### src/rtl/seg_serial_tx.sv
// Purpose: shifts a DATA_BITS-wide segment pattern out on s_clk/sout into chained 7-segment shift registers.
// Latency: first SHIFT_LO cycle follows the posedge that sees a start rising edge; frame = 2*CLK_DIV*DATA_BITS cycles, then a 1-cycle done.
// Backpressure: none; start edges while a frame is in flight are dropped, not queued. Optional macro SEG_SERIAL_BLANK_EN blanks EN while shifting.
module seg_serial_tx #(
    parameter int DATA_BITS = 64,
    parameter int CLK_DIV   = 2,
    parameter int DIR       = 0
) (
    input  logic                 clk,
    input  logic                 rst_n,
    input  logic                 start,
    input  logic [DATA_BITS-1:0] pdata,
    output logic                 busy,
    output logic                 done,
    output logic                 s_clk,
    output logic                 s_clrn,
    output logic                 sout,
    output logic                 EN
);

    localparam int CNT_W = (DATA_BITS > 1) ? $clog2(DATA_BITS) : 1;
    localparam int DIV_W = (CLK_DIV > 1) ? $clog2(CLK_DIV) : 1;
    localparam logic [CNT_W-1:0] LAST_BIT = CNT_W'(DATA_BITS - 1);
    localparam logic [DIV_W-1:0] DIV_LAST = DIV_W'(CLK_DIV - 1);

    typedef enum logic [1:0] {
        IDLE     = 2'd0,
        SHIFT_LO = 2'd1,
        SHIFT_HI = 2'd2,
        DONE     = 2'd3
    } state_t;

    state_t               state;
    state_t               state_nxt;
    logic                 start_q;
    logic                 start_edge;
    logic                 phase_end;
    logic                 cur_bit;
    logic [DATA_BITS-1:0] sr;
    logic [CNT_W-1:0]     cnt;
    logic [DIV_W-1:0]     div;

    assign start_edge = start & ~start_q;
    assign phase_end  = (div == DIV_LAST);
    // The output end of the shift register depends on the shift direction.
    assign cur_bit    = (DIR == 0) ? sr[DATA_BITS-1] : sr[0];

    // State register; reset aborts any frame in flight without a done pulse.
    always_ff @(posedge clk or negedge rst_n) begin
        if (!rst_n) begin
            state <= IDLE;
        end else begin
            state <= state_nxt;
        end
    end

    // Next-state: each half-period lasts CLK_DIV cycles; the last bit's high phase leads to DONE.
    always_comb begin
        state_nxt = state;
        case (state)
            IDLE:     if (start_edge) state_nxt = SHIFT_LO;
            SHIFT_LO: if (phase_end) state_nxt = SHIFT_HI;
            SHIFT_HI: if (phase_end) state_nxt = (cnt == LAST_BIT) ? DONE : SHIFT_LO;
            DONE:     state_nxt = IDLE;
            default:  state_nxt = IDLE;
        endcase
    end

    // Datapath: start edge history, chain clear release, pattern capture, bit and divider counters.
    always_ff @(posedge clk or negedge rst_n) begin
        if (!rst_n) begin
            start_q <= 1'b0;
            s_clrn  <= 1'b0;
            sr      <= '0;
            cnt     <= '0;
            div     <= '0;
        end else begin
            start_q <= start;
            s_clrn  <= 1'b1;
            case (state)
                IDLE: begin
                    if (start_edge) begin
                        sr  <= pdata;
                        cnt <= '0;
                        div <= '0;
                    end
                end
                SHIFT_LO: begin
                    div <= phase_end ? '0 : div + 1'b1;
                end
                SHIFT_HI: begin
                    if (phase_end) begin
                        div <= '0;
                        // Shift only on the low-going s_clk edge so sout never moves while s_clk is high.
                        if (cnt != LAST_BIT) begin
                            cnt <= cnt + 1'b1;
                            if (DIR == 0) begin
                                sr <= {sr[DATA_BITS-2:0], 1'b1};
                            end else begin
                                sr <= {1'b1, sr[DATA_BITS-1:1]};
                            end
                        end
                    end else begin
                        div <= div + 1'b1;
                    end
                end
                default: begin
                    div <= '0;
                end
            endcase
        end
    end

    // Outputs decode registered state only, so nothing on an input reaches an output combinationally.
    always_comb begin
        busy  = 1'b0;
        done  = 1'b0;
        s_clk = 1'b0;
        sout  = 1'b0;
        EN    = 1'b1;
        case (state)
            SHIFT_LO: begin
                busy = 1'b1;
                sout = cur_bit;
`ifdef SEG_SERIAL_BLANK_EN
                EN   = 1'b0;
`endif
            end
            SHIFT_HI: begin
                busy  = 1'b1;
                s_clk = 1'b1;
                sout  = cur_bit;
`ifdef SEG_SERIAL_BLANK_EN
                EN    = 1'b0;
`endif
            end
            DONE: begin
                done = 1'b1;
`ifdef SEG_SERIAL_BLANK_EN
                EN   = 1'b0;
`endif
            end
            default: begin
                busy = 1'b0;
            end
        endcase
    end

endmodule
### config.mk
export PLATFORM = sky130hd
export DESIGN_NAME = seg_serial_tx
export DESIGN_NICKNAME = d
export VERILOG_FILES = /design/src/rtl/seg_serial_tx.sv
export SDC_FILE = /design/constraint.sdc
export NUM_CORES = 1
export LEC_CHECK = 0
export BUFFER_PORTS_ARGS = -buffer_cell sky130_fd_sc_hd__buf_4
export CAP_MARGIN = 40
export CORE_ASPECT_RATIO = 2
export CORE_MARGIN = 3
export CORE_UTILIZATION = 55
export DETAILED_ROUTE_END_ITERATION = 8
export PLACE_DENSITY_LB_ADDON = 0.12
export SKIP_CTS_REPAIR_TIMING = 1
export SYNTH_ARGS = -nofsm -noshare
export SYNTH_HDL_FRONTEND = slang
export SYNTH_SLANG_ARGS = --single-unit
### constraint.sdc
create_clock -name clk -period 6.5 [get_ports clk]
set_clock_uncertainty 0.2 [all_clocks]
set_input_delay 1.3 -clock clk [delete_from_list [all_inputs] [get_ports clk]]
set_output_delay 1.3 -clock clk [all_outputs]
set_load 0.01 [all_outputs]
### Yosys cells after proc, flatten, opt, wreduce, memory -nomap -nowiden

Cells that the tools add are included.

* flip-flop bits (word level): 75
* bits of input ports: 67
* output and inout bits: 6
* word-level logic and storage cells: 44

* add/subtract/negate cells: 2
* equality and inequality tests: 9
* mux-type cells: 20
* bitwise logic cells: 2
* reductions and logical operators: 5

Operator list (count)
* $mux 64: 3
* $pmux 64 s2: 1
* $mux 6: 3
* $pmux 6 s2: 1
* $mux 2: 4
* $ne 2x2->1 const B: 4
* $pmux 2 s4: 1
* $add 6x1->6 const B: 1
* $eq 6x6->1 const B: 1
* $mux 1: 6
* $ne 6x6->1 const B: 1
* $eq 2x2->1 const B: 2
* $reduce_and 4->1: 1
* $reduce_and 3->1: 1
* $eq 2x1->1 const B: 1
* $logic_not 2->1: 1
* $pmux 1 s2: 1
* $reduce_bool 2->1: 1
* $reduce_or 2->1: 1
* $add 1x1->1 const B: 1
* $and 1x1->1: 1
* $not 1->1: 1

### Longest topological paths before layout

Gate-level depths: netlist of the first run.

* depth in word-level cells: 4
* mapped depth: 8
* depth with buffers taken out: 6

### Worst setup path after synthesis of the first run

No wires, ideal clock.

* path kind: input -> register
* start point: input port start
* end point: register sr[63]
* library setup time: 127 ps
* arrival time: 2160 ps
* data required time: 6173 ps
* slack: 4012 ps
* stages: 5
* path buffers: 1
* cell sequence: nand2b_1 -> a21boi_2 -> o21ai_2 -> buf_4 -> mux2_1

* longest elaborated chain between the ends: 3

RTL lines
* start, declared: RTL line 11 `input logic start,`
* $and 1x1->1: RTL line 43 `assign start_edge = start & ~start_q;`
* $ne 2x2->1 (no line)
* $reduce_and 4->1 (no line)
* end signal, assigned: RTL line 83 `sr <= pdata;`
* end signal, assigned: RTL line 98 `sr <= {sr[DATA_BITS-2:0], 1'b1};`
* end signal, assigned: RTL line 100 `sr <= {1'b1, sr[DATA_BITS-1:1]};`
* end, declared: RTL line 39 `logic [DATA_BITS-1:0] sr;`

No other way between the ends.
A chain may end at the register's enable or synchronous reset.

### Worst setup path in the final report of the first run

* start point: register state[0]
* end point: output port sout

* longest elaborated chain between the ends: 3
* elaborated cells between the ends (all ways): 4
* classes of those cells: 2 x eq/ne; 1 x mux; 1 x reduce/logical

RTL lines
* start, declared: RTL line 33 `state_t state;`
* start signal, assigned: RTL line 53 `state <= state_nxt;`
* $eq 2x2->1 / $eq 2x1->1 (equally long branches): RTL line 121 `case (state)`
* $reduce_or 2->1 (no line) *
* $mux 1 *: RTL line 121
* end, declared: RTL line 17 `output logic sout,`

Every way passes the cells marked *; elsewhere a longest branch is shown, timed or not.

==> impl_metrics.yaml, run 1 <==
status:
  outcome: "finished, final reports clean"
timing:
  fin_crit_sh_pct: 46.4
  finalWorstSetupSlack_ns: 3.48
  rsz0062_at_grt: "no"
  max_freq_mhz: 331
  fin_crit_ns: 3.02
  fin_tns_setup_ns: 0
  drv_slew: 0
  tightest_slew_ns: 0.695
  finalSetupViolCount: 0
  maxSlewHeadroom_pct: 53.5
  finalHoldViolations: 0
cells_and_area:
  fin_area_um2: 4520
  final_nets: 478
  syn2layout_area_growth_pct: 23.4
  post-route-util_pct: 70.6
  final_cell_mix: "o21ai_0, dfrtp_1, buf_4, mux2i_1, o21ai_1"
  drive_gt1_share_pct: 23.3
  num_antenna_cells: 0
  layout_commonest_cell: "o21ai_0"
clock_network:
  clk_latency_ns: 0.33
  htreeDepth: 3
  path_clk_slew_ns: 0.05
  tritoncts: "done"
  cts_root_buffer: "clkbuf_16"
  max-clock-path-buffers: 2
  cts_sinks: 75
  cts_buffers: 9
route:
  avgViaCountPerCell: 5.74
  drc: 0
  route.vias.total: 2835
  final_antenna_net_count: 0
  wire_per_inst_um: 15.7
  first_iter_violations: 133
  firstDrtPassIters: 4
  wl_um: 7770
synth:
  synth_top_cell_by_area: "dfrtp_1"
  synthCells: 347
  netlist_top_cells_area: "dfrtp_1, mux2i_1, o21ai_0"
  synth_top_flop_cell: "dfrtp_1"
  yosysTopAreaCellShare_pct: 51.2
  syn_area_per_cell_um2: 10.6
  syn_area_um2: 3670
  synth_seq_cells: 75
  async_reset_ff_share_pct: 100
  synth.distinct_cells: 35
  yosysSeqAreaShare_pct: 51.2
  synth_edf_count: 0
  yosysWarnings: 0
floorplanning:
  std_cell_rows: 41
  start_util_pct: 57.2
  core_um2: 6410
  die_w_um: 63.7
  ios: 73
  die_h_um: 121
  die-area_um2: 7740
critical_path:
  cp_data_arrival_time_ns: 1.52
  cp_slowest_stage_delay_ns: 0.40
  reg2reg_slack_ns: 3.64
  rr_startpoint: "state[0]$_DFFE_PN0P_"
  required_ns: 5.00
  crit_start: "state[0]$_DFFE_PN0P_"
  critical_path.cell_chain: "inv_1, ha_1, and2_1, buf_4"
  reg2regPathDepth: 7
  endpoint: "sout"
  worst_r2r_endpoint: "sr[63]$_DFFE_PN0P_"
  cp-start-kind: "register"
  critical_path_class: "reg -> out"
  slowest_stage: "dfrtp_1"
  crit_path_end_kind: "output port"
  crit_fanout: 4
run:
  maxCapViolCount: 0
grt:
  grt_pass1_wl_um: 13200
  overflow: 0
  grt_pass1_vias: 2826
  grt_max_degree: 54
  antenna_found_initial: 0
  track_usage_pct: 21.8
power:
  leakagePower_nw: 1.91
  total_power_mw: 0.947
  powerDensity_nw_per_um2: 209
  vdd_drop_max_v: 0.000158
place:
  dp_hpwl_um: 5160
  io_buffers: 71
  pre_cts_ws_ns: 3.33
  gp_congestion: 0.759
  placed_cell_area_um2: 4280
hold_path:
  min_path_type: "reg -> reg"
-- cells in the mapped netlist (all sizes together) (2+ instances only) --
cell,instances
a211o,2
a21oi,3
a31oi,2
buf,19
clkbuf,12
dfrtp,75
ha,6
inv,4
mux2,4
mux2i,62
nand2,5
nand2b,2
nand3,4
nor2,3
nor3,2
o21ai,129
-- stage by stage --
stage | std cells | hold slack (ns)
4_1_cts | 494 | 0.292
5_1_grt | 494 | 0.328
6_report | 494 | 0.292
3_5_place_dp | 480 | 0.280
3_3_place_gp | 477 | 0.270
2_1_floorplan | 348 | 0.256
-- area by class of cell --
type,count,area [um^2]
multi-input combinational,238,1650
clock buffer,14,244
inverter,4,15.0
sequential,75,1880
timing repair buffer,77,631
fill,501,1890
tap,86,108
-- logic make-up after synthesis --
logic type / Yosys count / synth area share [%]
adder cells (fa/ha/maj): 6 / 2.05
AND/OR/NAND/NOR: 22 / 3.38
flip-flops: 75 / 51.2
other: 1 / 0.102
buffers and inverters: 35 / 4.67
multiplexers: 66 / 18.2
AO/OA/AOI/OAI: 142 / 20.5
-- state kept, by name, summed over array words and instances (netlist names) --
register / count
cnt: 6
div: 1
s_clrn: 1
sr: 64
start_q: 1
state: 2
-- worst min-delay path by stage --
stage,end,slack (ns),start,cells past startpoint
finish,sr[63]$_DFFE_PN0P_,0.29,sr[63]$_DFFE_PN0P_,1
global route,sr[6]$_DFFE_PN0P_,0.33,sr[6]$_DFFE_PN0P_,2
CTS,sr[63]$_DFFE_PN0P_,0.29,sr[63]$_DFFE_PN0P_,1
detailed placement,sr[63]$_DFFE_PN0P_,0.28,sr[63]$_DFFE_PN0P_,1
global placement,sr[63]$_DFFE_PN0P_,0.27,sr[63]$_DFFE_PN0P_,1
floorplan,sr[63]$_DFFE_PN0P_,0.26,sr[63]$_DFFE_PN0P_,1
-- per-layer routing --
metal  GRT usage, %  share of wire (%)
met5              0                  0
met3           5.10                4.0
met1           26.0                 41
met4           8.53                1.8
met2           37.6                 54
-- power breakdown --
group	switching, mW	internal [mW]	leakage [nW]	total (mW)
Combinational	0.0218	0.0334	0.834	0.0552
Clock	0.169	0.255	0.117	0.423
Sequential	0.000134	0.468	0.956	0.468
Total	0.191	0.756	1.91	0.947
-- critical path: cells and delay by family, from the launching register on --
family | cells | cell delay, ns
and+or+nand+nor | 1 | 0.16
buffers and inverters | 2 | 0.27
DFF | 1 | 0.40
adders and majority gates | 1 | 0.37
(Power assumes the default switching activity.)
==> run 2, diff against run 1 <==
Settings changed: CORE_UTILIZATION 55 to 50.
Clock period 6.5 ns to 2.45 ns, I/O delays scaled along.
==> run 2 against run 1 <==
Compared with the run above: sequential cell count unchanged; critical path depth unchanged; largest power group is now clock; highest routed layer unchanged; wire length up 2.6%; final cell count up 2.4%; die area up 9.3%; non-clock buffer count up 6; cell area up 2.8%; sequential share of layout area down 1.1 points.
==> impl_metrics.yaml, run 2 (synthesis results as in run 1) <==
floorplanning:
  die-area_um2: 8460
  die_w_um: 66.6
  ios: 73
  die_h_um: 127
  start_util_pct: 52.0
  std_cell_rows: 43
  core_um2: 7050
critical_path:
  cp_data_arrival_time_ns: 1.55
  rr_startpoint: "state[0]$_DFFE_PN0P_"
  crit_fanout: 5
  critical_path_class: "reg -> out"
  cp-start-kind: "register"
  required_ns: 1.76
  crit_path_end_kind: "output port"
  crit_start: "state[1]$_DFFE_PN0P_"
route:
  avgViaCountPerCell: 5.64
  first_iter_violations: 234
  route.vias.total: 2856
  final_antenna_net_count: 0
  drc: 0
  wl_met2_um: 4220
  top_layer: "met4"
  wl_met3_um: 332
  firstDrtPassIters: 4
  wire_per_inst_um: 15.8
  wl_um: 7970
  wl_met1_um: 3350
cells_and_area:
  top_register: "sr"
  layout_commonest_cell: "buf_4"
  drive_gt1_share_pct: 26.0
  final_nets: 485
  num_antenna_cells: 0
  syn2layout_area_growth_pct: 26.9
  stdcell_count: 506
  top_regs: "sr x64, cnt x6, state x2"
  largest_reg_flops: 64
  final_cell_mix: "buf_4, o21ai_0, dfrtp_1, mux2i_1, o21ai_1"
  post-route-util_pct: 66.0
place:
  io_buffers: 71
  dp_hpwl_um: 5210
  place_inst: 489
  pre_cts_ws_ns: 0.133
  gp_congestion: 0.771
clock_network:
  max-clock-path-buffers: 2
  clk_latency_ns: 0.33
  tritoncts: "done"
  cts_sinks: 75
  cts_root_buffer: "clkbuf_16"
  path_clk_slew_ns: 0.05
  htreeDepth: 3
  cts_buffers: 9
timing:
  rsz0062_at_grt: "no"
  finalHoldViolations: 0
  fin_tns_setup_ns: 0
  fin_crit_sh_pct: 91.5
  finalSetupViolCount: 0
  fin_crit_ns: 2.24
  max_freq_mhz: 446
  finalWorstSetupSlack_ns: 0.208
  maxSlewHeadroom_pct: 65.8
  drv_slew: 0
  tightest_slew_ns: 0.513
power:
  vdd_drop_max_v: 0.000435
  total_power_mw: 2.67
  powerDensity_nw_per_um2: 574
  leakagePower_nw: 1.97
hold_path:
  min_path_type: "in -> reg"
  hold_start: "start"
run:
  maxCapViolCount: 0
grt:
  track_usage_pct: 20.5
  grt_pass1_vias: 2899
  grt_pass1_wl_um: 13300
  antenna_found_initial: 0
  overflow: 0
  grt_max_degree: 64
status:
  outcome: "finished, final reports clean"
-- run 2: cell types whose count changed in the layout (fill, tap and decap cells not counted), sizes merged --
cell,delta
o21ai,+1
buf,+5
clkinv,+1
dlygate4sd3,+1
-- run 2: power breakdown --
| group | leakage (nW) | switching (mW) | internal (mW) |
|---|---|---|---|
| clock network | 0.151 | 0.467 | 0.816 |
| logic | 0.867 | 0.0572 | 0.0883 |
| registers | 0.956 | 0.000388 | 1.24 |
-- run 2: metrics by stage --
stage | hold WS, ns | instance area [um^2]
6_report | 0.0747 | 4650
5_1_grt | 0.0566 | 4650
4_1_cts | -0.0817 | 4630
3_5_place_dp | 0.269 | 4330
3_3_place_gp | 0.270 | 4330
2_1_floorplan | -0.00559 | 3670
-- run 2: final cells by class --
class	count	area, um^2
Clock inverter	1	5.00
Sequential cell	75	1880
Fill cell	579	2390
Clock buffer	14	294
Timing Repair Buffer	83	688
Tap cell	90	113
Inverter	4	15.0
Multi-Input combinational cell	239	1660
-- run 2: worst paths after layout --
| path | end | slack, ns | cells past startpoint |
|---|---|---|---|
| worst max-delay path | sout | 0.21 | 4 |
| worst min-delay path | start_q$_DFF_PN0_ | 0.07 | 1 |
| worst max register to register | sr[21]$_DFFE_PN0P_ | 0.22 | 7 |
| worst min register to register | sr[44]$_DFFE_PN0P_ | 0.29 | 2 |
| max in group asynchronous | cnt[1]$_DFFE_PN0P_ | 1.02 | 3 |
| min in group asynchronous | sr[47]$_DFFE_PN0P_ | 0.45 | 2 |
-- run 2: worst max-delay path: stages (launching register included) --
cell and delay [ns]:
dfrtp_1 0.44, inv_1 0.12, ha_1 0.35, and2_1 0.17, buf_4 0.14
-- run 2: metal layers --
| layer | vias up | track usage (%) |
|---|---|---|
| met4 | 0 | 7.19 |
| met5 | - | 0 |
| met3 | 4 | 5.98 |
| li1 | 1390 | - |
| met2 | 68 | 33.5 |
| met1 | 1394 | 25.5 |
==> run 3, diff against run 2 <==
Settings changed: CELL_PAD_IN_SITES_DETAIL_PLACEMENT from default to 1, CELL_PAD_IN_SITES_GLOBAL_PLACEMENT from default to 2, CORE_UTILIZATION 50 to 31, GPL_TIMING_DRIVEN from default to 0, SLEW_MARGIN from default to 20.
==> run 3 against run 2 <==
Compared with the run above: sequential power about the same; combinational power up 4%; critical path depth up 3; global-route usage down 5.1 points; utilization down 25 points; sequential share of layout area down 0.56 points; maximum frequency down 3.4%; wire length up 22%; cell area up 1.4%; worst hold slack worse by 0.0086 ns; final cell count up 14%; largest power group is now registers.
==> impl_metrics.yaml, run 3 (synthesis results as in run 1) <==
status:
  outcome: "finished, final reports clean"
route:
  wire_per_inst_um: 16.9
  first_iter_violations: 67
  wl_met3_um: 310
  firstDrtPassIters: 4
  route.vias.total: 2979
  avgViaCountPerCell: 5.15
  drc: 0
  top_layer: "met4"
  final_antenna_net_count: 0
  wl_met1_um: 4000
  wl_met2_um: 5250
  wl_um: 9760
hold_path:
  hold_path_depth: 1
  hold_start: "start"
  min_path_type: "in -> reg"
  whs_endpoint: "start_q$_DFF_PN0_"
grt:
  antenna_found_initial: 0
  grt_pass1_wl_um: 16400
  grt_pass1_vias: 3263
  track_usage_pct: 15.4
  grt_max_degree: 47
  overflow: 0
critical_path:
  required_ns: 2.47
  critical_path.cell_chain: "inv_1, ha_1, mux2_1, a21boi_2, o21ai_4, buf_6, mux2_1"
  crit_fanout: 10
  crit_buf_inv: 2
  rr_startpoint: "state[0]$_DFFE_PN0P_"
  crit_start: "state[0]$_DFFE_PN0P_"
  slowest_stage: "dfrtp_1"
  cp_num_cells: 7
  crit_family: "multiplexers"
  critical_path_class: "reg -> reg"
  crit_path_end_kind: "register"
  cp_slowest_stage_delay_ns: 0.41
  cp-start-kind: "register"
  reg2reg_slack_ns: 0.13
  worst_r2r_endpoint: "sr[63]$_DFFE_PN0P_"
  cp_data_arrival_time_ns: 2.34
  path_common_cell: "mux2_1"
  reg2regPathDepth: 7
place:
  io_buffers: 71
  dp_hpwl_um: 6970
  gp_congestion: 0.678
power:
  total_power_mw: 2.61
  leakagePower_nw: 2.00
  vdd_drop_max_v: 0.000359
  powerDensity_nw_per_um2: 553
cells_and_area:
  final_cell_mix: "o21ai_0, buf_4, dfrtp_1, mux2i_1, o21ai_1"
  drive_gt1_share_pct: 27.2
  num_antenna_cells: 0
  post-route-util_pct: 41.3
  top_register: "sr"
  syn2layout_area_growth_pct: 28.7
  layout_commonest_cell: "o21ai_0"
  top_regs: "sr x64, cnt x6, state x2"
  largest_reg_flops: 64
  final_nets: 505
floorplanning:
  std_cell_rows: 55
  ios: 73
  die-area_um2: 13300
  core_um2: 11400
  start_util_pct: 32.1
  die_h_um: 160
  die_w_um: 82.9
run:
  maxCapViolCount: 0
timing:
  max_freq_mhz: 431
  rsz0062_at_grt: "no"
  finalSetupViolCount: 0
  fin_crit_sh_pct: 94.7
  finalHoldViolations: 0
  fin_crit_ns: 2.32
  drv_slew: 0
clock_network:
  tritoncts: "done"
  cts_buffers: 9
  htreeDepth: 3
  clk_latency_ns: 0.34
  cts_sinks: 75
  max-clock-path-buffers: 2
  path_clk_slew_ns: 0.06
  cts_root_buffer: "clkbuf_16"
[run 3: changes by cell type in the layout (fill, tap and decap cells not counted), sizes merged]
cell,delta
clkinvlp,+5
clkbuf,+13
o21ai,-1
buf,+4
[run 3: worst max-delay path by stage]
stage / endpoint
after global placement: sr[14]$_DFFE_PN0P_
after detailed placement: sr[9]$_DFFE_PN0P_
final: sr[63]$_DFFE_PN0P_
after floorplan: sr[63]$_DFFE_PN0P_
after global routing: sr[39]$_DFFE_PN0P_
after CTS: sr[10]$_DFFE_PN0P_
[run 3: final cells by class]
class,instances,area [um^2]
buffer,31,176
clock buffer,10,229
clock inverter,6,42.5
fill,1315,6710
inverter,4,15.0
multi-input combinational,238,1630
sequential,75,1880
tap,142,178
timing repair buffer,73,571
[run 3: per-layer routing]
layer  up-vias  GRT usage (%)
li1       1429              -
met1      1485           17.9
met2        51           27.0
met3        14           3.05
met4         0           6.70
met5         -              0
[run 3: where the power goes]
group / switching (mW) / leakage (nW) / internal [mW]
clock: 0.533 / 0.117 / 0.683
combinational: 0.0599 / 0.925 / 0.0906
sequential: 0.000398 / 0.956 / 1.24
total: 0.593 / 2.00 / 2.01
[run 3: per-stage QoR]
stage          worst slack (ns)  hold WS (ns)  TNS, ns  cell area (um^2)  instances
5_1_grt                  0.0229        0.0524        0              4720        579
2_1_floorplan             0.280      -0.00559        0              3670        348
6_report                  0.130        0.0661        0              4720        579
3_5_place_dp            -0.0221         0.265  -0.0376              4410        562
3_3_place_gp             0.0208         0.278        0              4380        561
4_1_cts                 -0.0174        -0.106  -0.0868              4680        578
